--- src/rtl/rtttl_playback_arbiter.sv ---
// Round-robin arbiter sharing one RTTTL sequencer and tone output among NUM_REQ song requesters.
// Latency: req->pending 1 cycle, pending->seq_start 1 cycle; no backpressure, requests latch until served.
module rtttl_playback_arbiter #(
    parameter int NUM_REQ       = 4,
    parameter int TICK_MAX      = 23810,
    parameter int GAP_TICKS     = 16,
    parameter int START_TIMEOUT = 15
) (
    input  logic                       clk,
    input  logic                       rst,
    input  logic [NUM_REQ-1:0]         req,
    input  logic                       cancel,
    input  logic                       seq_busy,
    input  logic [3:0]                 seq_octave,
    input  logic [3:0]                 seq_note,
    output logic                       seq_start,
    output logic [$clog2(NUM_REQ)-1:0] seq_sel,
    output logic                       seq_abort,
    output logic [3:0]                 octave,
    output logic [3:0]                 note,
    output logic [NUM_REQ-1:0]         grant,
    output logic [NUM_REQ-1:0]         pending,
    output logic                       idle,
    output logic                       timeout_err
);

    localparam int SW = $clog2(NUM_REQ);

    localparam logic [2:0] IDLE      = 3'd0;
    localparam logic [2:0] LAUNCH    = 3'd1;
    localparam logic [2:0] WAIT_BUSY = 3'd2;
    localparam logic [2:0] PLAY      = 3'd3;
    localparam logic [2:0] ABORT     = 3'd4;
    localparam logic [2:0] GAP       = 3'd5;

    logic [2:0]         state;
    logic [SW-1:0]      ptr;
    logic [7:0]         tmo_cnt;
    logic [14:0]        tick_cnt;
    logic [7:0]         gap_cnt;

    logic               win_vld;
    logic [SW-1:0]      win_idx;
    logic [SW-1:0]      ptr_nxt;
    logic [NUM_REQ-1:0] win_onehot;

    // Scan upward from ptr, wrapping at NUM_REQ; first pending index wins.
    always_comb begin
        int      scan;
        logic [SW-1:0] scan_idx;
        scan       = 0;
        scan_idx   = '0;
        win_vld    = 1'b0;
        win_idx    = '0;
        win_onehot = '0;
        for (int i = 0; i < NUM_REQ; i++) begin
            scan     = (int'(ptr) + i) % NUM_REQ;
            scan_idx = SW'(scan);
            if (!win_vld && pending[scan_idx]) begin
                win_vld = 1'b1;
                win_idx = scan_idx;
            end
        end
        if (win_vld) begin
            win_onehot[win_idx] = 1'b1;
        end
    end

    assign ptr_nxt   = (win_idx == SW'(NUM_REQ - 1)) ? '0 : win_idx + 1'b1;
    assign seq_start = (state == LAUNCH);
    assign seq_abort = (state == ABORT);
    assign idle      = (state == IDLE);

    always_ff @(posedge clk or posedge rst) begin
        if (rst) begin
            state       <= IDLE;
            ptr         <= '0;
            pending     <= '0;
            grant       <= '0;
            seq_sel     <= '0;
            octave      <= 4'd0;
            note        <= 4'd0;
            timeout_err <= 1'b0;
            tmo_cnt     <= 8'd0;
            tick_cnt    <= 15'd0;
            gap_cnt     <= 8'd0;
        end else begin
            // A req in the LAUNCH cycle re-sets the bit being cleared, so it re-queues.
            pending <= (pending & ~((state == LAUNCH) ? grant : '0)) | req;
            octave  <= (state == PLAY) ? seq_octave : 4'd0;
            note    <= (state == PLAY) ? seq_note   : 4'd0;

            if (state != GAP) begin
                tick_cnt <= 15'd0;
                gap_cnt  <= 8'd0;
            end

            case (state)
                IDLE: begin
                    if (win_vld) begin
                        grant   <= win_onehot;
                        seq_sel <= win_idx;
                        ptr     <= ptr_nxt;
                        state   <= LAUNCH;
                    end
                end
                LAUNCH: begin
                    tmo_cnt <= 8'd0;
                    state   <= cancel ? ABORT : WAIT_BUSY;
                end
                WAIT_BUSY: begin
                    if (cancel) begin
                        state <= ABORT;
                    end else if (seq_busy) begin
                        state <= PLAY;
                    end else if (tmo_cnt == 8'(START_TIMEOUT - 1)) begin
                        timeout_err <= 1'b1;
                        grant       <= '0;
                        state       <= GAP;
                    end else begin
                        tmo_cnt <= tmo_cnt + 8'd1;
                    end
                end
                PLAY: begin
                    if (cancel) begin
                        state <= ABORT;
                    end else if (!seq_busy) begin
                        grant <= '0;
                        state <= GAP;
                    end
                end
                ABORT: begin
                    grant <= '0;
                    state <= GAP;
                end
                GAP: begin
                    if (tick_cnt == 15'(TICK_MAX)) begin
                        tick_cnt <= 15'd0;
                        if (gap_cnt == 8'(GAP_TICKS - 1)) begin
                            state <= IDLE;
                        end else begin
                            gap_cnt <= gap_cnt + 8'd1;
                        end
                    end else begin
                        tick_cnt <= tick_cnt + 15'd1;
                    end
                end
                default: state <= IDLE;
            endcase
        end
    end

endmodule

--- config.mk ---
export PLATFORM = sky130hd
export DESIGN_NAME = rtttl_playback_arbiter
export DESIGN_NICKNAME = d
export VERILOG_FILES = /design/src/rtl/rtttl_playback_arbiter.sv
export SDC_FILE = /design/constraint.sdc
export NUM_CORES = 1
export LEC_CHECK = 0
export CAP_MARGIN = 40
export CORE_ASPECT_RATIO = 0.7
export CORE_UTILIZATION = 50
export DETAILED_ROUTE_END_ITERATION = 16
export PLACE_DENSITY = 0.74
export SYNTH_ARGS = -nofsm -noshare
export SYNTH_HDL_FRONTEND = slang
export SYNTH_SLANG_ARGS = --single-unit
--- constraint.sdc ---
create_clock -name clk -period 4.15 [get_ports clk]
set_input_delay 0.6225 -clock clk [delete_from_list [all_inputs] [get_ports clk]]
set_output_delay 0.6225 -clock clk [all_outputs]
set_load 0.02 [all_outputs]
Word-level counts from Yosys, hierarchy flattened
Index checks and enable logic that the tools add are counted.
{"block": "totals", "reg_bits": 55, "latchBits": 0, "ramBits": 0, "mem_bits_ro": 0, "input_bits": 16, "wordCells": 116, "mem_count": 0}
{"block": "classes", "addsub": 7, "multipliers": 0, "div_mod_pow": 0, "n_lt_le_gt_ge": 6, "n_eq_ne": 21, "shifts": 0, "mux": 50, "bitwise_logic": 5, "reduce_logical": 16}
{"cell": "8-bit two-way mux", "n": 7}
{"cell": "15-bit two-way mux", "n": 3}
{"cell": "4-bit two-way mux", "n": 9}
{"cell": "3-bit two-way mux", "n": 9}
{"cell": "3-bit case mux with 6 select lines", "n": 1}
{"cell": "8-bit by 1-bit adder with 8-bit output (second input constant)", "n": 2}
{"cell": "8-bit by 4-bit == test with 1-bit output (second input constant)", "n": 2}
{"cell": "2-bit inequality test (second input constant)", "n": 8}
{"cell": "4-bit case mux with 4 select lines", "n": 1}
{"cell": "8-bit case mux with 2 select lines", "n": 1}
{"cell": "15-bit by 1-bit adder with 15-bit output (second input constant)", "n": 1}
{"cell": "15-bit == test (second input constant)", "n": 1}
{"cell": "2-bit by 3-bit < comparator with 1-bit output (second input constant)", "n": 5}
{"cell": "2-bit two-way mux", "n": 5}
{"cell": "1-bit two-way mux", "n": 9}
{"cell": "1-bit binary-select mux with 2-bit select", "n": 4}
{"cell": "4-bit AND reduction", "n": 2}
{"cell": "7-bit AND reduction", "n": 1}
{"cell": "3-bit by 2-bit == test with 1-bit output (second input constant)", "n": 2}
{"cell": "3-bit == test (second input constant)", "n": 2}
{"cell": "3-bit inequality test (second input constant)", "n": 2}
{"cell": "5-bit AND reduction", "n": 1}
{"cell": "2-bit by 1-bit adder with 2-bit output (second input constant)", "n": 2}
{"cell": "2-bit adder (second input constant)", "n": 2}
{"cell": "other kinds (16)", "n": 23}

Logic depth before layout (Yosys ltp)
Gate-level depths: netlist of run 1.
{"block": "depth", "ltp_word": 18, "ltp_mapped": 9, "depth_no_buf": 7}

Least setup slack after synthesis of run 1
Ideal clock, no wire load.
{"block": "synth_timing", "path_type": "flip-flop to flip-flop", "from": "reg tick_cnt[7]", "to": "reg tick_cnt[10]", "setup_time_ns": 0.121, "t_arrival_ns": 2.161, "required_time_ns": 4.029, "setup_slack_ns": 1.868, "path_stages_with_launch": 8, "n_path_buf": 3, "path_cell_list": "dfrtp_1 or4b_1 or4_1 buf_2 clkbuf_1 nand2_1 buf_2 nor2_1"}
{"block": "synth_via", "elab_chain_len": 3}
{"element": "start: declaration", "line_no": "39", "text": "logic [14:0] tick_cnt;"}
{"element": "start signal: assignment", "line_no": "145", "text": "tick_cnt <= tick_cnt + 15'd1;"}
{"element": "15-bit by 1-bit adder with 15-bit output / 15-bit == test (equally long branches)", "line_no": "145, 137"}
{"element": "15-bit two-way mux *", "line_no": "137", "text": "if (tick_cnt == 15'(TICK_MAX)) begin"}
{"element": "15-bit two-way mux *", "line_no": "98", "text": "case (state)"}
Every way passes the cells marked *; elsewhere a longest branch is shown, timed or not.
A chain may end at the register's enable or synchronous reset.

Final worst setup path of run 1
{"block": "layout_timing", "from": "reg state[0]", "to": "out seq_start"}
{"block": "layout_via", "elab_chain_len": 1}
{"element": "start: declaration", "line_no": "36", "text": "logic [2:0] state;"}
{"element": "start signal: assignment", "line_no": "109", "text": "state <= cancel ? ABORT : WAIT_BUSY;"}
{"element": "3-bit by 1-bit == test with 1-bit output", "line_no": "70", "text": "assign seq_start = (state == LAUNCH);"}
{"element": "end: declaration", "line_no": "16", "text": "output logic seq_start,"}
Every way passes these cells.

==> flow_metrics.tcl, run 1 <==
set metrics [dict create \
    synthMuxAreaShare_pct 4.35 \
    synth_compound_area_share_pct 11.1 \
    synth_cells 288 \
    yosys-top-cells-count "dfrtp_1, nor2_1, nand2_1" \
    synth-xor-area-share_pct 4.35 \
    final.min_clock_period_ns 3.09 \
    period_share_pct 74.3 \
    synthesis.area_um2 2820 \
    ant_nets 0 \
    wl_per_cell_um 14.4 \
    clock-root-buffer "clkbuf_8" \
    grt_overflow_total 0 \
    synth.most_common_cell "dfrtp_1" \
    antenna_cells 0 \
    critPathKind "reg2out" \
    holdPathEnd "tmo_cnt[7]$_DFFE_PP0P_" \
    drt_iter0_drc 128 \
    synth_fa_ha_area_share_pct 3.99 \
    cp_top_family "buffers and inverters" \
    synth_fp_nets 313 \
    hpwl_mm 4.06 \
    worstPathRequired_ns 3.53 \
    avgSynthCellArea_um2 9.79 \
    vias 2206 \
    fin_tns_setup_ns 0 \
    yosysTopAreaCellShare_pct 48.8 \
    crit_path_max_fanout 10 \
    ioPinCount 38 \
    cp-end-kind "output port" \
    grt_max_degree 36 \
    die_area_um2 5950 \
    htree_levels 2 \
    r2r_start "tick_cnt[6]$_DFF_PP0_" \
    die_y_um 64.8 \
    grt_pass1_vias 2032 \
    max_stage_delay_ns 0.63 \
    leakagePower_nw 1.40 \
    regToRegSetupSlack_ns 1.58 \
    synth_top_family_by_area "simple AND/OR/NAND/NOR gates" \
    arrival_ns 2.46 \
    hold_ws_ns 0.497 \
    cts_resized 0 \
    initial_core_util_pct 52.8 \
    grt_antenna_before_repair 0 \
    cellPowerDensity_nw_per_um2 487 \
    whs_path_depth 1 \
    ys_seq_area_share_pct 48.8 \
    place_congestion 0.812 \
    yosysWarnings 0 \
    crit_chain "nor2b_1 > nand2b_1 > inv_1 > clkdlybuf4s50_1" \
    rsz0062_at_grt "no" \
    multiInputGateArea_um2 1340 \
    synth_ff_type "dfrtp_1" \
    min_path_type "reg2reg" \
    synth_edf_count 0 \
    status "complete, no violations" \
    max-slew-margin-rel_pct 35.2 \
    clk_latency_ns 0.30 \
    cp-start-kind "register" \
    postCtsSetupRepairBufs 0 \
    io_buffer_count 37 \
    final-hold-violation-count 0 \
    area_growth_pct 18.8 \
    reg2reg_depth 4 \
    cts_buffer_depth 2 \
    synth_area_leaders "dfrtp_1, ha_1, nor2_1" \
    synth_seq_cells 55 \
    total_power_mw 1.63 \
    ir_drop_uv 383 \
    ff_latch_area_um2 1380 \
    cts_hold_buf 0 \
    route.detailed.drc 0 \
    crit_slowest_cell "clkdlybuf4s50_1" \
    worst_slew_pin_slew_ns 0.959 \
    avgViaCountPerCell 5.58 \
    chipWidth_um 91.8 \
    netlist-cell-type-count 44 \
    critPathBufInv 2 \
    drt_wl_total_mm 5.67 \
    cts_sinks 55 \
    fin_skew_ns 0.00563 \
    fill_cells 453 \
    grt_usage_pct 20.9 \
    rows 22 \
    maxCapViolCount 0 \
    min-delay-start "tmo_cnt[7]$_DFFE_PP0P_" \
    slew_viol_final 0 \
    first_pass_iters 4 \
    clkTransAtPathRegs_ns 0.09 \
    yosysTopAreaCell "dfrtp_1" \
    max_freq_ghz 0.324 \
    cts_made_buffers 5 \
    async_flop_share_pct 100 \
    fin_nets 348 \
    grt_pass1_wl_mm 9.67 \
    r2r-end "gap_cnt[7]$_DFF_PP0_" \
    finalSetupViolations 0 \
    core_area_um2 5340 \
    yosys.area_share.simple_pct 23.9 \
    drive_above_1_share_pct 4.33 \
    cts_tree "done" \
]
## state kept, by name, summed over array words and instances, names as in the netlist
| signal | count |
|---|---|
| seq_sel | 2 |
| tick_cnt | 15 |
| timeout_err | 1 |
| gap_cnt | 8 |
| note | 4 |
| grant | 4 |
| state | 3 |
| ptr | 2 |
| pending | 4 |
| octave | 4 |
| tmo_cnt | 8 |
## per-stage QoR
stage / area (um2) / utilization [%] / worst slack (ns) / std cells
after floorplan: 2820 / - / 1.87 / 288
after global placement: 3250 / 60.8 / 1.50 / 388
after detailed placement: 3250 / 60.8 / 1.41 / 388
after CTS: 3350 / 62.7 / 1.06 / 395
after global routing: 3350 / 62.7 / 0.828 / 395
final: 3350 / 62.7 / 1.06 / 395
## power breakdown
group	internal (mW)	switching (mW)	total, mW
combinational	0.253	0.336	0.589
clock	0.177	0.163	0.340
sequential	0.607	0.0958	0.703
## cell families after synthesis
logic type	Yosys count
adders and majority gates	9
and+or+nand+nor	124
buffers and inverters	26
AOI/OAI and AO/OA	48
muxes	12
DFF	55
xor gates and xnor gates	14
## worst register-to-register path, stage by stage (launching register included)
cell,delay [ns]
dfrtp_1,0.45
or4_1,0.57
or4_1,0.76
or4_1,0.58
a21oi_1,0.14
## final cells by class
type	count	share of cell area, %
sequential	55	41.1
tap	72	2.69
clock inverter	1	0.896
multi-input combinational	207	40.1
clock buffer	6	2.17
timing repair buffer	38	11.3
inverter	16	1.79
## how the worst max path moves through the flow
stage                     slack [ns]  depth (start not counted)                     end                   from
after floorplan                 1.87                          7  tick_cnt[10]$_DFF_PP0_  tick_cnt[7]$_DFF_PP0_
after global placement          1.50                          4               seq_start   state[0]$_DFFE_PP0P_
after detailed placement        1.41                          4               seq_start   state[0]$_DFFE_PP0P_
after CTS                       1.06                          4               seq_start   state[0]$_DFFE_PP0P_
after global routing            0.83                          4               seq_start   state[0]$_DFFE_PP0P_
final                           1.06                          4               seq_start   state[0]$_DFFE_PP0P_
## layer usage
layer | vias to the layer above | track usage, % | wire (um)
li1 | 1095 | - | -
met3 | 4 | 4.58 | 293
met5 | - | 0 | 0
met1 | 1049 | 31.6 | 2950
met2 | 58 | 30.4 | 2380
met4 | 0 | 5.27 | 45
## layout by cell type (no fill, tap or decap), drive strengths merged, types with 3 or more instances in the layout
cell type	n
nand2	17
a21oi	13
nor2	27
nand2b	8
and3	9
mux2i	10
xor2	3
nand4	4
xnor2	11
or4	8
or3	4
o21ai	12
o211ai	4
o31ai	4
ha	9
nor4	6
nor3b	4
nor2b	3
dfrtp	55
and2	3
nand3	10
clkdlybuf4s50	37
inv	16
clkbuf	6
nor3	12
or2	3
No activity file was read; power rests on OpenSTA's default activity.
==> inputs of run 2 (changes only) <==
--- a/config.mk
+++ b/config.mk
@@ -7,9 +7,9 @@
 export LEC_CHECK = 0
 export CAP_MARGIN = 40
 export CORE_ASPECT_RATIO = 0.7
-export CORE_UTILIZATION = 50
+export CORE_UTILIZATION = 49
 export DETAILED_ROUTE_END_ITERATION = 16
-export PLACE_DENSITY = 0.74
+export PLACE_DENSITY = 0.75
 export SYNTH_ARGS = -nofsm -noshare
 export SYNTH_HDL_FRONTEND = slang
 export SYNTH_SLANG_ARGS = --single-unit
==> constraint.sdc (replaced) <==
create_clock -name clk -period 2.5 [get_ports clk]
set_input_delay 0.375 -clock clk [delete_from_list [all_inputs] [get_ports clk]]
set_output_delay 0.375 -clock clk [all_outputs]
set_load 0.02 [all_outputs]
==> run 2 against run 1 <==
Design area up 2.4%. Hold slack worse by 0.0056 ns. Final cell count up 2.0%. Critical endpoint is now gap_cnt[7]$_DFF_PP0_.
==> flow_metrics.tcl, run 2 (synthesized netlist as in run 1, its figures left out) <==
set metrics [dict create \
    period_share_pct 94.6 \
    worst_slew_pin_slew_ns 0.740 \
    cts_sinks 55 \
    highest_layer "met4" \
    final-hold-violation-count 0 \
    ioPinCount 38 \
    max-slew-margin-rel_pct 50.0 \
    r2r_start "tick_cnt[5]$_DFF_PP0_" \
    drive_above_1_share_pct 7.25 \
    clk_latency_ns 0.31 \
    ant_nets 0 \
    place_congestion 0.825 \
    wl_per_cell_um 13.9 \
    clkTransAtPathRegs_ns 0.09 \
    drt_wl_total_mm 5.62 \
    postLayoutCoreUtil_pct 63.6 \
    area_growth_pct 21.7 \
    arrival_ns 2.59 \
    postCtsSetupRepairBufs 0 \
    die_area_um2 6070 \
    met3_length_um 241 \
    cp-start-kind "register" \
    wl_met1_mm 2.91 \
    htree_levels 2 \
    setup_ws_ns 0.135 \
    holdPathEnd "tmo_cnt[7]$_DFFE_PP0P_" \
    grt_overflow_total 0 \
    reg2reg_depth 4 \
    grt_pass1_wl_mm 9.76 \
    hpwl_mm 4.05 \
    grt_pass1_vias 2125 \
    rows 22 \
    status "complete, no violations" \
    drt_iter0_drc 123 \
    vias 2221 \
    fill_cells 466 \
    rsz0062_at_grt "no" \
    avgViaCountPerCell 5.51 \
    cts_buffer_depth 2 \
    worstPathRequired_ns 2.73 \
    initial_core_util_pct 52.3 \
    leakagePower_nw 1.44 \
    mostFrequentLayoutCells "dfrtp_1, clkdlybuf4s50_1, nor2_1" \
    cts_tree "done" \
    layout_commonest_cell "dfrtp_1" \
    largest_reg_flops 15 \
    fin_skew_ns 0.00606 \
    ir_drop_uv 634 \
    clock-root-buffer "clkbuf_8" \
    met2RoutedLength_mm 2.41 \
    min_path_type "reg2reg" \
    die_y_um 65.5 \
    dp_slack_ns 0.0433 \
    critPathKind "reg2reg" \
    fin_tns_setup_ns 0 \
    fin_nets 356 \
    core_area_um2 5400 \
    antenna_cells 0 \
    final.min_clock_period_ns 2.36 \
    r2r-end "gap_cnt[7]$_DFF_PP0_" \
    regToRegSetupSlack_ns 0.14 \
    cts_made_buffers 5 \
    io_buffer_count 37 \
    crit_path_max_fanout 13 \
    multiInputGateArea_um2 1350 \
    grt_antenna_before_repair 0 \
    chipWidth_um 92.7 \
    grt_max_degree 56 \
    slew_viol_final 0 \
    min-delay-start "tmo_cnt[7]$_DFFE_PP0P_" \
    first_pass_iters 4 \
    grt_usage_pct 20.6 \
    ff_latch_area_um2 1380 \
    whs_path_depth 1 \
    reg_top3 "tick_cnt (15), gap_cnt (8), tmo_cnt (8)" \
    regMostFlops "tick_cnt" \
    finalSetupViolations 0 \
    maxCapViolCount 0 \
    route.detailed.drc 0 \
    max_freq_ghz 0.423 \
    cp-end-kind "register" \
    cellPowerDensity_nw_per_um2 815 \
]
-- run 2: cell count changes in the layout (fill, tap and decap cells not counted), sizes merged --
cell / change
buf: +8
clkbuf: -1
clkinvlp: +1
-- run 2: per-layer routing --
metal,vias to the layer above,global-route usage (%)
met4,0,5.77
met5,-,0
met3,7,4.75
met1,1058,28.6
li1,1110,-
met2,46,32.5
-- run 2: per-stage QoR --
stage	cells	power [mW]	area, um2	hold slack, ns
6_report	403	2.80	3430	0.492
5_1_grt	403	2.99	3430	0.508
4_1_cts	403	2.83	3430	0.492
3_5_place_dp	396	2.25	3320	0.472
3_3_place_gp	396	2.22	3320	0.471
2_1_floorplan	288	1.82	2820	0.446
-- run 2: critical path, cell delays in order (launching register included) --
cell	delay [ns]
dfrtp_1	0.43
or4b_1	0.54
or4_4	0.63
or4_1	0.52
a21oi_1	0.16
-- run 2: how the worst max path moves through the flow --
stage / slack (ns) / to / from
after floorplan: 0.22 / tick_cnt[10]$_DFF_PP0_ / tick_cnt[7]$_DFF_PP0_
after global placement: 0.08 / gap_cnt[7]$_DFF_PP0_ / tick_cnt[9]$_DFF_PP0_
after detailed placement: 0.04 / gap_cnt[4]$_DFF_PP0_ / tick_cnt[5]$_DFF_PP0_
after CTS: 0.01 / gap_cnt[7]$_DFF_PP0_ / tick_cnt[5]$_DFF_PP0_
after global routing: 0.02 / seq_abort / state[2]$_DFFE_PP0P_
final: 0.14 / gap_cnt[7]$_DFF_PP0_ / tick_cnt[5]$_DFF_PP0_
-- run 2: timing repair --
| item | CTS | global route |
|---|---|---|
| gates resized for setup | 0 | 1 |
| hold endpoints to repair | 0 | 0 |
| hold buffers | 0 | 0 |
| setup endpoints to repair | 0 | 4 |
-- run 2: area by class of cell --
class                   count  area share (%)
well taps                  72            2.63
clock inverters             2            1.09
flip-flops and latches     55            40.1
repair buffers             46            13.1
inverters                  16            1.75
multi-input cells         207            39.3
clock buffers               5            2.01
-- run 2: power by group --
group	switching, mW	internal, mW	total (mW)
sequential	0.152	1.01	1.16
clock	0.278	0.293	0.571
combinational	0.581	0.484	1.06
==> RTL change 1: new RTL, settings of run 2 <==
`NUM_REQ`: 4 -> 2.
--- a/src/rtl/rtttl_playback_arbiter.sv
+++ b/src/rtl/rtttl_playback_arbiter.sv
@@ -3,3 +3,3 @@
 module rtttl_playback_arbiter #(
-    parameter int NUM_REQ       = 4,
+    parameter int NUM_REQ       = 2,
     parameter int TICK_MAX      = 23810,
Ports: changed (resized grant, pending, req and seq_sel); port bits go from 38 to 31. No check against the original RTL was run, so the function may have changed too.
==> RTL change 1 against run 2 <==
- total power down 15%
- synthesized area fell by 12%
- utilization down 1.1 points
- global-route usage is 0.61 points higher
- final area shrank 12%
- routed wire length is 9.4% lower
- sequential share of layout area up 0.48 points
- non-clock buffer count fell by 10
- critical path type is now reg -> out
- register-to-register slack better by 310 ps
- highest routed layer unchanged
- largest cell class unchanged
- sequential cell count fell by 6
- worst setup slack worse by 15 ps
==> RTL change 1: results (changes against run 2) <==
stage	metric	value	unit	change
outcome	status	completed		
placed_design	DP Area	2880	um2	-13%
synth	Mapped Nets	268		-14%
global_routing	largest net degree at the start of global routing	19		-66%
power	total leakage power	1.29	nW	-10%
clock_tree	Clock Path Buffers	2		unchanged
placed_design	RD Place Congestion	0.797		-3.3%
finish	Antenna Diode Count	0		unchanged
worst_setup_path	Critical Path AT	2000	ps	-590 ps
clock_tree	Worst-path clk slew	100	ps	
worst_setup_path	CP max FO	10		-3
routing	First-pass DRT Iterations	4		unchanged
global_routing	M2 GR Usage	30.5	%	-2.0 points
placed_design	hpwl dp	3480	um	-14%
placed_design	IO buf count	30		-19%
synth	YS warnings	0		unchanged
global_routing	vias in the first global route	1777		-16%
sta	Setup violations, final	0		unchanged
clock_tree	CTS Buf Count	5		unchanged
global_routing	first-pass GRT wire length	8420	um	-14%
hold_path	Hold Path Class	in -> async		
synth	Async SR Flop Fraction	100	%	unchanged
global_routing	GR Util All Layers	21.2	%	+0.61 points
power	maximum VDD drop	450	uV	-29%
sta	final setup skew	10.3	ps	+4.22 ps
clock_tree	CTS root buf	clkbuf_8		
worst_setup_path	CP peak stage delay	700	ps	+70 ps
global_routing	met3 Use GR	5.09	%	+0.35 points
clock_tree	Clock Latency Late Sink	320	ps	
synth	top post-synthesis cells by count	49 x dfrtp_1, 25 x nor2_1, 16 x a21oi_1		
finish	share of cells above drive strength 1	7.72	%	+0.47 points
worst_setup_path	Largest delay share family, worst path	buffers and inverters		
routing	initial drt markers	90		-27%
sta	worst-margin pin slew	502	ps	-237 ps
global_routing	met1 usage	30.2	%	+1.6 points
placed_design	worst slack at placement	381	ps	+337 ps
routing	DR vias	1962		-12%
synth	sequential fraction of the synthesis area	49.3	%	+0.54 points
synth	top cells by area, synth	dfrtp_1 49%, xnor2_1 4.2%, nor2_1 3.8%		
global_routing	initial antenna violation count	0		unchanged
worst_setup_path	slowest CP cell	clkdlybuf4s50_1		
routing	Post-DRT Antenna Nets	0		unchanged
routing	WL per Instance	14.4	um	+3.2%
finish	Largest regs	tick_cnt x15, gap_cnt x8, tmo_cnt x8		
finish	nets@finish	303		-15%
synth	Netlist cell types	49		+11%
clock_tree	htree depth	2		unchanged
==> RTL change 1: cell count changes in the layout (fill, tap and decap cells not counted), sizes merged, moves of 4 or more <==
cell and delta:
o211ai -4, ha -4, mux2i -9, o21ai -7
a21oi +4, dfrtp -6, nand2b -5, clkdlybuf4s50 -8
inv -4, nor3 -4
==> RTL change 1: routing by layer <==
layer | share of wire [%] | up-vias | routed length (um)
li1 | - | 975 | -
met4 | 1.5 | 0 | 77
met2 | 43 | 44 | 2210
met3 | 5.9 | 7 | 300
met5 | 0 | - | 0
met1 | 49 | 936 | 2510
==> RTL change 1: worst register-to-register path, stage by stage (launching register included) <==
cell	delay, ps
dfrtp_1	430
inv_1	80
ha_1	140
and4bb_1	200
nand4b_2	350
or4_1	620
a21oi_1	160
==> RTL change 1: metrics by stage <==
stage	std cells	power (mW)
after global placement	346	1.68
after CTS	354	2.38
after global routing	354	2.51
after floorplan	249	1.41
final	354	2.37
after detailed placement	346	1.70
==> RTL change 1: logic make-up (layout without fill, tap and decap cells) <==
| family | count (synthesis) | in the layout | share of synthesized area (%) |
|---|---|---|---|
| DFF | 49 | 49 | 49.3 |
| buffers and inverters | 19 | 55 | 3.12 |
| muxes | 1 | 1 | 0.403 |
| adders and majority gates | 5 | 5 | 2.52 |
| AOI/OAI and AO/OA | 52 | 52 | 14.4 |
| xor gates and xnor gates | 13 | 13 | 4.58 |
| and+or+nand+nor | 110 | 110 | 25.7 |
==> RTL change 1: cell type report <==
cell class	count	area, um2
clock buffers	5	68.8
clock inverters	3	68.8
fillers	409	1810
inverters	11	41.3
multi-input cells	181	1180
flip-flops and latches	49	1230
well taps	69	86.3
repair buffers	36	348
==> RTL change 1: repair_timing <==
item,in CTS,in global routing
endpoints found under the setup margin,0,1
resized for setup,0,1
setup buffers,0,0
==> RTL change 1: where the power goes <==
group	total, mW	internal [mW]	switching, mW	leakage [nW]
sequential	0.974	0.877	0.0968	0.659
clock	0.685	0.403	0.282	0.0687
combinational	0.707	0.292	0.415	0.567
total	2.37	1.57	0.794	1.29
==> RTL change 1: worst paths after layout <==
path	start	to	slack, ps	depth (start not counted)
min	rst	tick_cnt[5]	340	2
min reg2reg	timeout_err	timeout_err	480	1
max in group asynchronous	rst	gap_cnt[6]	1620	3
min in group clk	timeout_err	timeout_err	480	1
max reg2reg	tick_cnt[0]	gap_cnt[3]	450	6
max	state[1]	idle	120	2
==> RTL change 2: new RTL, flow settings as in run 2 <==
Without the edit above. Put one more register stage on the output `timeout_err`, cleared by the reset. The value now appears one clock later. The other outputs are not delayed to match.
--- a/src/rtl/rtttl_playback_arbiter.sv
+++ b/src/rtl/rtttl_playback_arbiter.sv
@@ -34,2 +34,4 @@
     localparam logic [2:0] GAP       = 3'd5;
+
+    logic timeout_err_s0;
 
@@ -82,3 +84,3 @@
             note        <= 4'd0;
-            timeout_err <= 1'b0;
+            timeout_err_s0 <= 1'b0;
             tmo_cnt     <= 8'd0;
@@ -116,3 +118,3 @@
                     end else if (tmo_cnt == 8'(START_TIMEOUT - 1)) begin
-                        timeout_err <= 1'b1;
+                        timeout_err_s0 <= 1'b1;
                         grant       <= '0;
@@ -152,2 +154,10 @@
 
+    always_ff @(posedge clk or posedge rst) begin
+        if (rst) begin
+            timeout_err <= '0;
+        end else begin
+            timeout_err <= timeout_err_s0;
+        end
+    end
+
 endmodule
Formal check against the unedited RTL: same outputs for any inputs over 10 cycles, from zero or initial values and one cycle with rst high; that may be too few to reach the edited logic, so the function may still have changed.
==> RTL change 2 against run 2 <==
- sequential cell count increased by 1
- clock power fell by 13%
- sequential share of layout area up 0.65 points
- synthesized area grew 0.89%
- worst setup slack about the same
- routed wire length increased by 5.5%
- final area grew 0.29%
- total power is 2.0% lower
- highest routed layer unchanged
- clock skew is 1.3 ps higher
==> RTL change 2: results (changes against run 2) <==
stage	metric	value	unit	change
outcome	status	completed		
hold_path	Hold Path Class	reg -> reg		
worst_setup_path	Reg2Reg Launch Point	tick_cnt[9]		
hold_path	hold wc startpoint	timeout_err_s0		
clock_tree	Clock Path Buffers	2		unchanged
global_routing	GR Util All Layers	20.8	%	+0.21 points
synth	sequential fraction of the synthesis area	49.3	%	+0.45 points
global_routing	largest net degree at the start of global routing	25		-55%
global_routing	vias in the first global route	2211		+4.0%
synth	Async SR Flop Fraction	100	%	unchanged
routing	DR vias/cell	5.66		+2.7%
synth	Mapped Nets	314		+0.32%
global_routing	first-pass GRT wire length	10100	um	+3.7%
synth	Netlist cell types	44		unchanged
routing	WL per Instance	14.6	um	+5.0%
finish	nets@finish	357		+0.28%
power	total leakage power	1.45	nW	+0.54%
placed_design	dpl cells	397		+0.25%
finish	Antenna Diode Count	0		unchanged
synth	Mapped Cells	289		+0.35%
placed_design	DP Area	3350	um2	+0.75%
sta	worst-margin pin slew	783	ps	+43.3 ps
sta	final setup skew	7.34	ps	+1.28 ps
clock_tree	CTS Buf Count	5		unchanged
routing	DRT Wirelength	5930	um	+5.5%
global_routing	met1 usage	28.7	%	+0.16 points
clock_tree	CTS root buf	clkbuf_8		
global_routing	initial antenna violation count	0		unchanged
clock_tree	Worst-path clk slew	90	ps	about the same
global_routing	M2 GR Usage	34.9	%	+2.4 points
synth	top post-synthesis cells by count	56 x dfrtp_1, 27 x nor2_1, 17 x nand2_1		
routing	First-pass DRT Iterations	4		unchanged
finish	Largest regs	tick_cnt x15, gap_cnt x8, tmo_cnt x8		
routing	initial drt markers	97		-21%
finish	Fill cells	466		unchanged
worst_setup_path	Largest delay share family, worst path	simple AND/OR/NAND/NOR gates		
global_routing	met3 Use GR	3.94	%	-0.81 points
power	maximum VDD drop	589	uV	-7.0%
placed_design	worst slack at placement	39.0	ps	-4.33 ps
finish	utilization after layout	63.5	%	-0.14 points
worst_setup_path	Critical Path AT	2580	ps	about the same
worst_setup_path	slowest CP cell	or4_4		
placed_design	hpwl dp	4340	um	+7.1%
worst_setup_path	CP peak stage delay	610	ps	-20 ps
synth	top cells by area, synth	dfrtp_1 49%, ha_1 4.0%, nor2_1 3.6%		
clock_tree	Clock Latency Late Sink	300	ps	
clock_tree	htree depth	2		unchanged
finish	share of cells above drive strength 1	7.21	%	-0.044 points
synth	YS warnings	0		unchanged
worst_setup_path	CP max FO	10		-3
placed_design	RD Place Congestion	0.792		-4.0%
finish	Largest Register	tick_cnt		
-- RTL change 2: final timing paths --
check,cells past startpoint,slack (ps),to
max reg2reg,4,140,gap_cnt[4]
max,4,140,gap_cnt[4]
max in group asynchronous,3,1480,state[2]
min reg2reg,0,390,timeout_err
min,0,390,timeout_err
min in group asynchronous,2,410,tick_cnt[2]
-- RTL change 2: logic make-up after synthesis --
kind of cell,Yosys count,share of synthesized area (%)
simple gates,124,23.7
fa+ha+maj,9,3.96
compound gates,48,11.0
flops,56,49.3
buf+inv,26,3.52
mux,12,4.31
xor+xnor,14,4.31
-- RTL change 2: timing repair --
action                                  CTS  global route
endpoints found under the hold margin     0             0
resized for setup                         0             2
endpoints found under the setup margin    0             4
hold buffers                              0             0
setup buffers                             0             0
-- RTL change 2: layout make-up --
| type | instances | area, um2 | area share (%) |
|---|---|---|---|
| clock buffers | 8 | 90.1 | 2.62 |
| inverters | 16 | 60.1 | 1.75 |
| multi-input cells | 207 | 1350 | 39.2 |
| flip-flops and latches | 56 | 1400 | 40.8 |
| well taps | 72 | 90.1 | 2.62 |
| repair buffers | 46 | 450 | 13.1 |
-- RTL change 2: power by group --
group / internal (mW) / switching, mW / leakage (nW)
logic: 0.476 / 0.579 / 0.662
clock network: 0.227 / 0.270 / 0.0455
registers: 1.03 / 0.163 / 0.743
total: 1.73 / 1.01 / 1.45
-- RTL change 2: routing by layer --
| layer | wire (um) | part of all wire [%] |
|---|---|---|
| met4 | 13 | 0.22 |
| met5 | 0 | 0 |
| met1 | 2950 | 50 |
| met3 | 246 | 4.1 |
| met2 | 2720 | 46 |
